[config.mk]
export PLATFORM = sky130hd
export DESIGN_NAME = decoder_layer_scheduler
export DESIGN_NICKNAME = d
export VERILOG_FILES = /design/src/rtl/decoder_layer_scheduler.sv
export SDC_FILE = /design/constraint.sdc
export NUM_CORES = 1
export LEC_CHECK = 0
export BUFFER_PORTS_ARGS = -buffer_cell sky130_fd_sc_hd__clkbuf_2
export CAP_MARGIN = 20
export CORE_MARGIN = 3
export CORE_UTILIZATION = 45
export DETAILED_ROUTE_END_ITERATION = 6
export PLACE_DENSITY = 0.67
export SYNTH_ARGS = -nofsm -noshare
export SYNTH_HDL_FRONTEND = slang
export SYNTH_SLANG_ARGS = --single-unit
[constraint.sdc]
create_clock -name clk -period 8.78 [get_ports clk]
set_input_delay 1.317 -clock clk [delete_from_list [all_inputs] [get_ports clk]]
set_output_delay 1.317 -clock clk [all_outputs]
set_load 0.005 [all_outputs]
[src/rtl/decoder_layer_scheduler.sv]
// Sequences the eight contextual-decoder convolution ops over one shared conv engine:
// stream each op's weights/bias into the engine buffer, configure the engine, start it, await done.
module decoder_layer_scheduler #(
    parameter int DATA_WIDTH = 16,
    parameter int CHANNEL_N  = 4,
    parameter int CHANNEL_M  = 6,
    parameter int OUT_CH     = 128,
    parameter int ADDR_WIDTH = 16
) (
    input  logic                  clk,
    input  logic                  rst,
    input  logic                  start,
    output logic                  busy,
    output logic                  done,
    output logic [2:0]            cur_op,
    output logic                  wt_rd_en,
    output logic [ADDR_WIDTH-1:0] wt_addr,
    input  logic                  wt_rd_valid,
    input  logic [DATA_WIDTH-1:0] wt_rd_data,
    input  logic                  wt_ready,
    output logic                  wt_buf_we,
    output logic [15:0]           wt_buf_idx,
    output logic [DATA_WIDTH-1:0] wt_buf_data,
    output logic                  eng_start,
    output logic [2:0]            eng_op,
    output logic [7:0]            eng_cin,
    output logic [7:0]            eng_cout,
    output logic [1:0]            concat_sel,
    output logic                  res_add,
    input  logic                  eng_done
);

    // Counters are one bit wider than the address so "issued == words" is representable,
    // and at least 17 bits so the 16-bit buffer index can always be sliced out.
    localparam int CNT_W = (ADDR_WIDTH >= 16) ? ADDR_WIDTH + 1 : 17;

    function automatic int op_cin(input int op);
        case (op)
            0:       return CHANNEL_M;
            1, 3, 6: return CHANNEL_N;
            default: return 2 * CHANNEL_N;
        endcase
    endfunction

    function automatic int op_cout(input int op);
        case (op)
            0, 1, 4: return 4 * CHANNEL_N;
            2, 5:    return CHANNEL_N;
            3, 6:    return 2 * CHANNEL_N;
            default: return OUT_CH;
        endcase
    endfunction

    // 3x3 kernels for every (cout, cin) pair followed by one bias word per output channel
    function automatic int op_words(input int op);
        return op_cout(op) * op_cin(op) * 9 + op_cout(op);
    endfunction

    function automatic int op_base(input int op);
        int acc;
        acc = 0;
        for (int i = 0; i < op; i++) begin
            acc += op_words(i);
        end
        return acc;
    endfunction

    function automatic int op_concat(input int op);
        case (op)
            2:       return 1;
            5:       return 2;
            default: return 0;
        endcase
    endfunction

    function automatic logic op_res(input int op);
        return (op == 3) || (op == 6);
    endfunction

    logic [CNT_W-1:0]      words_tab  [8];
    logic [ADDR_WIDTH-1:0] base_tab   [8];
    logic [7:0]            cin_tab    [8];
    logic [7:0]            cout_tab   [8];
    logic [1:0]            concat_tab [8];
    logic                  res_tab    [8];

    for (genvar gi = 0; gi < 8; gi++) begin : g_op_tab
        assign words_tab[gi]  = CNT_W'(op_words(gi));
        assign base_tab[gi]   = ADDR_WIDTH'(op_base(gi));
        assign cin_tab[gi]    = 8'(op_cin(gi));
        assign cout_tab[gi]   = 8'(op_cout(gi));
        assign concat_tab[gi] = 2'(op_concat(gi));
        assign res_tab[gi]    = op_res(gi);
    end

    typedef enum logic [2:0] {
        ST_IDLE,
        ST_LOAD,
        ST_CFG,
        ST_WAIT,
        ST_FIN
    } state_t;

    state_t                state_reg, state_next;
    logic [2:0]            cur_op_reg, cur_op_next;
    logic                  busy_reg, busy_next;
    logic                  done_reg;
    logic                  clear_cnt;
    logic [CNT_W-1:0]      issued_reg;
    logic [CNT_W-1:0]      returned_reg;
    logic                  buf_we_reg;
    logic [15:0]           buf_idx_reg;
    logic [DATA_WIDTH-1:0] buf_data_reg;
    logic                  eng_start_reg;
    logic [2:0]            eng_op_reg;
    logic [7:0]            eng_cin_reg;
    logic [7:0]            eng_cout_reg;
    logic [1:0]            concat_sel_reg;
    logic                  res_add_reg;

    logic [CNT_W-1:0]      words_cur;
    logic [ADDR_WIDTH-1:0] base_cur;
    logic                  in_load;
    logic                  issue_req;
    logic                  ret_accept;
    logic                  load_to_cfg;

    assign words_cur   = words_tab[cur_op_reg];
    assign base_cur    = base_tab[cur_op_reg];
    assign in_load     = (state_reg == ST_LOAD);
    assign issue_req   = in_load && (issued_reg < words_cur) && wt_ready;
    // Returns beyond the op's word count are dropped so a stray beat cannot push the index past the op
    assign ret_accept  = in_load && wt_rd_valid && (returned_reg < words_cur);
    assign load_to_cfg = in_load && (state_next == ST_CFG);

    always_comb begin
        state_next  = state_reg;
        cur_op_next = cur_op_reg;
        busy_next   = busy_reg;
        clear_cnt   = 1'b0;
        case (state_reg)
            ST_IDLE: begin
                if (start) begin
                    state_next  = ST_LOAD;
                    busy_next   = 1'b1;
                    cur_op_next = 3'd0;
                    clear_cnt   = 1'b1;
                end
            end
            ST_LOAD: begin
                // returned reaches words on the same edge that registers the final buffer write
                if (returned_reg == words_cur) begin
                    state_next = ST_CFG;
                end
            end
            ST_CFG: begin
                state_next = ST_WAIT;
            end
            ST_WAIT: begin
                if (eng_done) begin
                    if (cur_op_reg == 3'd7) begin
                        state_next = ST_FIN;
                        busy_next  = 1'b0;
                    end else begin
                        state_next  = ST_LOAD;
                        cur_op_next = cur_op_reg + 3'd1;
                        clear_cnt   = 1'b1;
                    end
                end
            end
            ST_FIN: begin
                state_next = ST_IDLE;
            end
            default: begin
                state_next = ST_IDLE;
                busy_next  = 1'b0;
            end
        endcase
    end

    always_ff @(posedge clk or negedge rst) begin
        if (!rst) begin
            state_reg  <= ST_IDLE;
            cur_op_reg <= 3'd0;
            busy_reg   <= 1'b0;
            done_reg   <= 1'b0;
        end else begin
            state_reg  <= state_next;
            cur_op_reg <= cur_op_next;
            busy_reg   <= busy_next;
            done_reg   <= (state_reg == ST_WAIT) && (state_next == ST_FIN);
        end
    end

    always_ff @(posedge clk or negedge rst) begin
        if (!rst) begin
            issued_reg   <= '0;
            returned_reg <= '0;
            buf_we_reg   <= 1'b0;
            buf_idx_reg  <= '0;
            buf_data_reg <= '0;
        end else begin
            if (clear_cnt) begin
                issued_reg   <= '0;
                returned_reg <= '0;
            end else begin
                if (issue_req) begin
                    issued_reg <= issued_reg + CNT_W'(1);
                end
                if (ret_accept) begin
                    returned_reg <= returned_reg + CNT_W'(1);
                end
            end
            buf_we_reg <= ret_accept;
            if (ret_accept) begin
                buf_idx_reg  <= returned_reg[15:0];
                buf_data_reg <= wt_rd_data;
            end
        end
    end

    // Configuration is latched on entry to CFG and held through WAIT
    always_ff @(posedge clk or negedge rst) begin
        if (!rst) begin
            eng_start_reg  <= 1'b0;
            eng_op_reg     <= 3'd0;
            eng_cin_reg    <= 8'd0;
            eng_cout_reg   <= 8'd0;
            concat_sel_reg <= 2'd0;
            res_add_reg    <= 1'b0;
        end else begin
            eng_start_reg <= load_to_cfg;
            if (load_to_cfg) begin
                eng_op_reg     <= cur_op_reg;
                eng_cin_reg    <= cin_tab[cur_op_reg];
                eng_cout_reg   <= cout_tab[cur_op_reg];
                concat_sel_reg <= concat_tab[cur_op_reg];
                res_add_reg    <= res_tab[cur_op_reg];
            end
        end
    end

    assign busy        = busy_reg;
    assign done        = done_reg;
    assign cur_op      = cur_op_reg;
    assign wt_rd_en    = issue_req;
    assign wt_addr     = issue_req ? (base_cur + issued_reg[ADDR_WIDTH-1:0]) : '0;
    assign wt_buf_we   = buf_we_reg;
    assign wt_buf_idx  = buf_idx_reg;
    assign wt_buf_data = buf_data_reg;
    assign eng_start   = eng_start_reg;
    assign eng_op      = eng_op_reg;
    assign eng_cin     = eng_cin_reg;
    assign eng_cout    = eng_cout_reg;
    assign concat_sel  = concat_sel_reg;
    assign res_add     = res_add_reg;

endmodule

==> impl_metrics.tcl, run 1 <==
set metrics [dict create \
    syn_to_final_growth_pct 16.1 \
    overflow 0 \
    rows 38 \
    pin_count 100 \
    cp-end-kind "output pin" \
    drc 0 \
    synthCells 538 \
    grt_pass1_wl_mm 20.5 \
    cap_violations 0 \
    fillers 987 \
    clock_path_buffers 2 \
    worstPathMaxFanout 32 \
    multiInputGateArea_mm2 0.00276 \
    clkTransAtPathRegs_ns 0.07 \
    min_period_over_period_pct 56.8 \
    final_cell_mix "88 x dfrtp_1, 88 x clkbuf_2, 59 x nand2_1, 40 x ha_1, 32 x nor2_1" \
    worst_pin_slew_ns 0.734 \
    seqPwrFrac_pct 45.6 \
    p_comb_share_pct 22.3 \
    status "complete, no violations" \
    synth_top_flop_cell "dfrtp_1" \
    ff2ff_setup_slack_ns 5.08 \
    p_leak_nw 2.88 \
    track_usage_pct 19.7 \
    rr_worst_depth 12 \
    path_class "register to output pin" \
    worstHoldPathCells 2 \
    die_w_um 113 \
    hold_violations 0 \
    worstHoldStart "eng_op[2]" \
    dr.pass1.iters 4 \
    synthArstFlopShare_pct 100 \
    timing.final.crit_period_ns 4.99 \
    synth-seq-cells 88 \
    globalRouteMet1Util_pct 25.7 \
    yosys.area.top_type "dfrtp_1" \
    wl_per_cell_um 15.8 \
    finalWirelength_mm 12.1 \
    hold_buffers 0 \
    powerDensity_mw_per_mm2 186 \
    yosysUniqueCellTypes 54 \
    p_int_uw 765 \
    antenna_found_initial 0 \
    vias 4295 \
    worstPathArrival_ns 3.67 \
    drv_slew 0 \
    synth-seq-area-share_pct 42.6 \
    p_total_mw 1.12 \
    relSlewSlack_pct 51.1 \
    switching_share_pct 31.5 \
    grt_max_degree 88 \
    worst_clock_skew_ns 0.00982 \
    setup-tns-final_ns 0 \
    diodes 0 \
    ys_warn_count 0 \
    yosysTopAreaCellShare_pct 42.6 \
    switchingPower_uw 352 \
    io_buffers 89 \
    dieArea_mm2 0.0128 \
    setup_viol 0 \
    cts_sinks 88 \
    cts_tree "yes" \
    grt_pass1_vias 4220 \
    synth_area_mm2 0.00516 \
    finalNetCount 681 \
    ir_drop_uv 101 \
    drtIter0Drc 245 \
    syn_area_per_cell_um2 9.60 \
    met2_usage_pct 32.1 \
    post_cts_buffers 0 \
    synth_edf_count 0 \
    cts-root-buf "clkbuf_16" \
    r2r_end "issued_reg[7]" \
    cp-start-kind "register" \
    drive_gt1_share_pct 20.4 \
    fmax_mhz 201 \
    final-seq-area_mm2 0.00220 \
    die_h_um 113 \
    gp_congestion 0.822 \
    hp-class "register to register" \
    clk_latency_ns 0.35 \
    routed_via_density 5.63 \
    start_util_pct 46.8 \
    postRouteAntennaNets 0 \
    use_met3_pct 4.81 \
    postCtsResizedCells 0 \
    coreArea_mm2 0.0110 \
    pwr-share-clk_pct 32.1 \
    holdPathEnd "eng_op[2]" \
    rr_startpoint "cur_op[1]" \
    top_usage_layer "met2" \
    crit_required_ns 7.46 \
    cts_max_level 3 \
    rsz0062_at_grt "false" \
    synth_area_leaders "dfrtp_1 43%, ha_1 9.7%, mux2_1 4.8%" \
    cts-buffers-inserted 9 \
    dpl.hpwl_mm 8.75 \
]
worst max-delay path by stage:
stage | to | depth (start not counted) | from
floorplan | wt_addr[1] | 13 | cur_op[1]
global placement | wt_addr[4] | 12 | cur_op[1]
detailed placement | wt_addr[6] | 12 | cur_op[1]
CTS | wt_addr[6] | 12 | cur_op[1]
global route | wt_addr[6] | 12 | cur_op[1]
finish | wt_addr[6] | 12 | cur_op[1]
area by class of cell:
type	count	share of cell area, %
flip-flops and latches	88	36.7
clock inverters	4	0.501
clock buffers	12	4.11
repair buffers	95	8.55
inverters	20	1.25
well taps	140	2.92
multi-input cells	404	45.9
worst max-delay path, stage by stage, from the launching register on:
cell	delay [ns]
dfrtp_1	0.44
inv_1	0.22
ha_1	0.30
nand2b_1	0.25
o21ai_0	0.31
ha_1	0.37
a22oi_1	0.22
nand2_1	0.09
a311oi_1	0.41
o21ai_2	0.10
buf_4	0.24
a211oi_1	0.21
clkbuf_2	0.15
cells in the mapped netlist (4+ instances only):
cell type  number
buf_2           7
inv_1          20
mux2_1         22
nand3_1        18
nand4_1         9
and3_1          5
o21a_1          5
nor4_1          5
o211ai_1        5
or3_1           7
nor2_1         32
o21ai_1         7
xnor2_1         7
nand2_1        59
nor2b_1         8
a21oi_1        32
nor3_1         13
nand2b_1        5
o31ai_1        12
buf_4          11
a211oi_1        4
ha_1           40
or4_1          12
dfrtp_1        88
clkbuf_1       16
and2_1          9
o21ai_0        30
mux2_2          9
kinds of logic (layout without fill, tap and decap cells):
family                     after synthesis  after routing  share of synthesized area (%)
other                                    1             10                         0.0726
xor gates and xnor gates                10             10                           1.70
buffers and inverters                   55            131                           4.97
and+or+nand+nor                        193            193                           19.4
AOI/OAI and AO/OA                      116            116                           13.9
adders and majority gates               41             41                           10.1
DFF                                     88             88                           42.6
muxes                                   34             34                           7.34
power by group through the flow:
| stage | registers, mW | logic (mW) | clock network, mW |
|---|---|---|---|
| 2_1_floorplan | 0.500 | 0.164 | 0 |
| 3_3_place_gp | 0.513 | 0.238 | 0 |
| 3_5_place_dp | 0.515 | 0.247 | 0 |
| 4_1_cts | 0.508 | 0.249 | 0.369 |
| 5_1_grt | 0.517 | 0.286 | 0.387 |
| 6_report | 0.509 | 0.250 | 0.358 |
metrics by stage:
step	hold WS [ns]	worst slack [ns]	instances	area (um^2)	utilization [%]
detailed placement	0.459	4.21	746	5690	51.6
CTS	0.473	3.80	762	5970	54.1
global placement	0.453	4.37	746	5690	51.6
global route	0.489	3.41	763	6000	54.4
floorplan	0.454	4.57	547	5200	-
finish	0.469	3.79	763	6000	54.4
per-layer routing:
| metal | vias up | share of wire (%) |
|---|---|---|
| met3 | 15 | 5.8 |
| met5 | - | 0 |
| met1 | 2074 | 45 |
| met4 | 0 | 1.4 |
| met2 | 123 | 48 |
| li1 | 2083 | - |
No activity file was read; power rests on OpenSTA's default activity.
==> run 2, diff against run 1 <==
Settings changed: PLACE_DENSITY 0.67 to 0.7.
Clock period 8.78 ns to 4.5 ns, I/O delays scaled along.
==> run 2 against run 1 <==
Net effect:
- setup slack got worse by 3.5 ns
- flip-flop and latch count is the same
- global-route usage fell by 0.40 points
- largest cell class unchanged
- final cell count up 0.13%
- combinational power increased by 100%
- clock skew decreased by 0.0032 ns
- core utilization is 0.65 points higher
- clock power is 120% higher
- wire length rose by 0.77%
- hold slack worse by 0.20 ns
- design area up 1.2%
==> impl_metrics.tcl, run 2 (same netlist as run 1, synthesis figures left out) <==
set metrics [dict create \
    fillers 1004 \
    grt_pass1_vias 4205 \
    worst_clock_skew_ns 0.00667 \
    io_buffers 89 \
    grt_pass1_wl_mm 20.3 \
    hp-class "primary input to async pin" \
    post_cts_buffers 0 \
    drv_slew 0 \
    setup_viol 0 \
    cts-buffers-inserted 9 \
    clock_path_buffers 2 \
    die_w_um 113 \
    final_cells 764 \
    pin_count 100 \
    drive_gt1_share_pct 20.7 \
    syn_to_final_growth_pct 17.5 \
    clk_latency_ns 0.34 \
    grt_max_degree 89 \
    postRouteAntennaNets 0 \
    cts_tree "yes" \
    gp_congestion 0.920 \
    dieArea_mm2 0.0128 \
    coreArea_mm2 0.0110 \
    worstPathMaxFanout 11 \
    setup-tns-final_ns 0 \
    worst_hold_slack_ns 0.273 \
    finalWirelength_mm 12.2 \
    clkTransAtPathRegs_ns 0.06 \
    final_core_util_pct 55.0 \
    antenna_found_initial 0 \
    cp-end-kind "output pin" \
    diodes 0 \
    cts-root-buf "clkbuf_16" \
    placed_cells 746 \
    drc 0 \
    die_h_um 113 \
    track_usage_pct 19.3 \
    path_class "register to output pin" \
    cp-start-kind "register" \
    cts_max_level 3 \
    cts_sinks 88 \
    drtIter0Drc 277 \
    min_period_over_period_pct 92.9 \
    status "complete, no violations" \
    rows 38 \
    hold_violations 0 \
    relSlewSlack_pct 48.4 \
    fmax_mhz 239 \
    ir_drop_uv 224 \
    hold_buffers 0 \
    worst_pin_slew_ns 0.775 \
    finalNetCount 682 \
    routed_via_density 5.60 \
    worstPathArrival_ns 3.51 \
    p_total_mw 2.28 \
    overflow 0 \
    p_leak_nw 2.91 \
    dr.pass1.iters 5 \
    wl_per_cell_um 15.9 \
    powerDensity_mw_per_mm2 376 \
    start_util_pct 46.8 \
    crit_required_ns 3.83 \
    dpl.hpwl_mm 8.56 \
    vias 4276 \
    cap_violations 0 \
    timing.final.crit_period_ns 4.18 \
    final_cell_mix "88 x dfrtp_1, 88 x clkbuf_2, 59 x nand2_1, 40 x ha_1, 32 x nor2_1" \
]
==> run 2: final timing paths <==
path	startpoint	to	slack, ns	cells past startpoint
hold / removal	rst	wt_buf_data[13]	0.27	1
setup / recovery	cur_op[1]	wt_addr[12]	0.32	11
setup reg to reg	cur_op[1]	issued_reg[13]	0.83	12
hold reg to reg	eng_cout[2]	eng_cout[2]	0.47	2
max in group asynchronous	rst	cur_op[1]	3.61	2
min in group clk	eng_cout[2]	eng_cout[2]	0.47	2
==> run 2: layout make-up <==
type / count / area [um^2] / area share [%]
sequential: 88 / 2200 / 36.3
multi-input combinational: 405 / 2790 / 46.0
inverter: 20 / 75.1 / 1.24
clock buffer: 11 / 233 / 3.84
tap: 140 / 175 / 2.89
timing repair buffer: 95 / 513 / 8.45
clock inverter: 5 / 81.3 / 1.34
==> run 2: power by group <==
group          leakage, nW  internal [mW]  switching, mW
clock network        0.150          0.487          0.304
logic                 1.61          0.225          0.278
registers             1.15          0.882          0.106
==> run 2: worst max-delay path: stages (launching register included) <==
cell and delay (ns):
dfrtp_1 0.44, inv_1 0.24, ha_1 0.31, nand2b_1 0.24
o21ai_0 0.27, ha_1 0.36, a221oi_1 0.26, nand2_1 0.10
o2111ai_1 0.29, o21ai_2 0.29, a31oi_1 0.22, clkbuf_2 0.14
==> run 2: what timing repair did <==
action | CTS | global route
endpoints found under the hold margin | 0 | 0
resized for setup | 0 | 3
endpoints found under the setup margin | 0 | 16
==> run 2: metal layers <==
layer | GRT usage [%] | vias up | share of wire [%]
met3 | 4.17 | 10 | 5.3
met5 | 0 | - | 0
li1 | - | 2093 | -
met2 | 31.2 | 114 | 48
met4 | 6.25 | 0 | 1.2
met1 | 25.8 | 2059 | 46
==> run 2: through the flow <==
stage	cell area, um^2	worst slack, ns
floorplan	5200	0.936
global placement	5690	0.768
finish	6070	0.319
global route	6070	-0.000420
CTS	6010	0.0980
detailed placement	5690	0.491
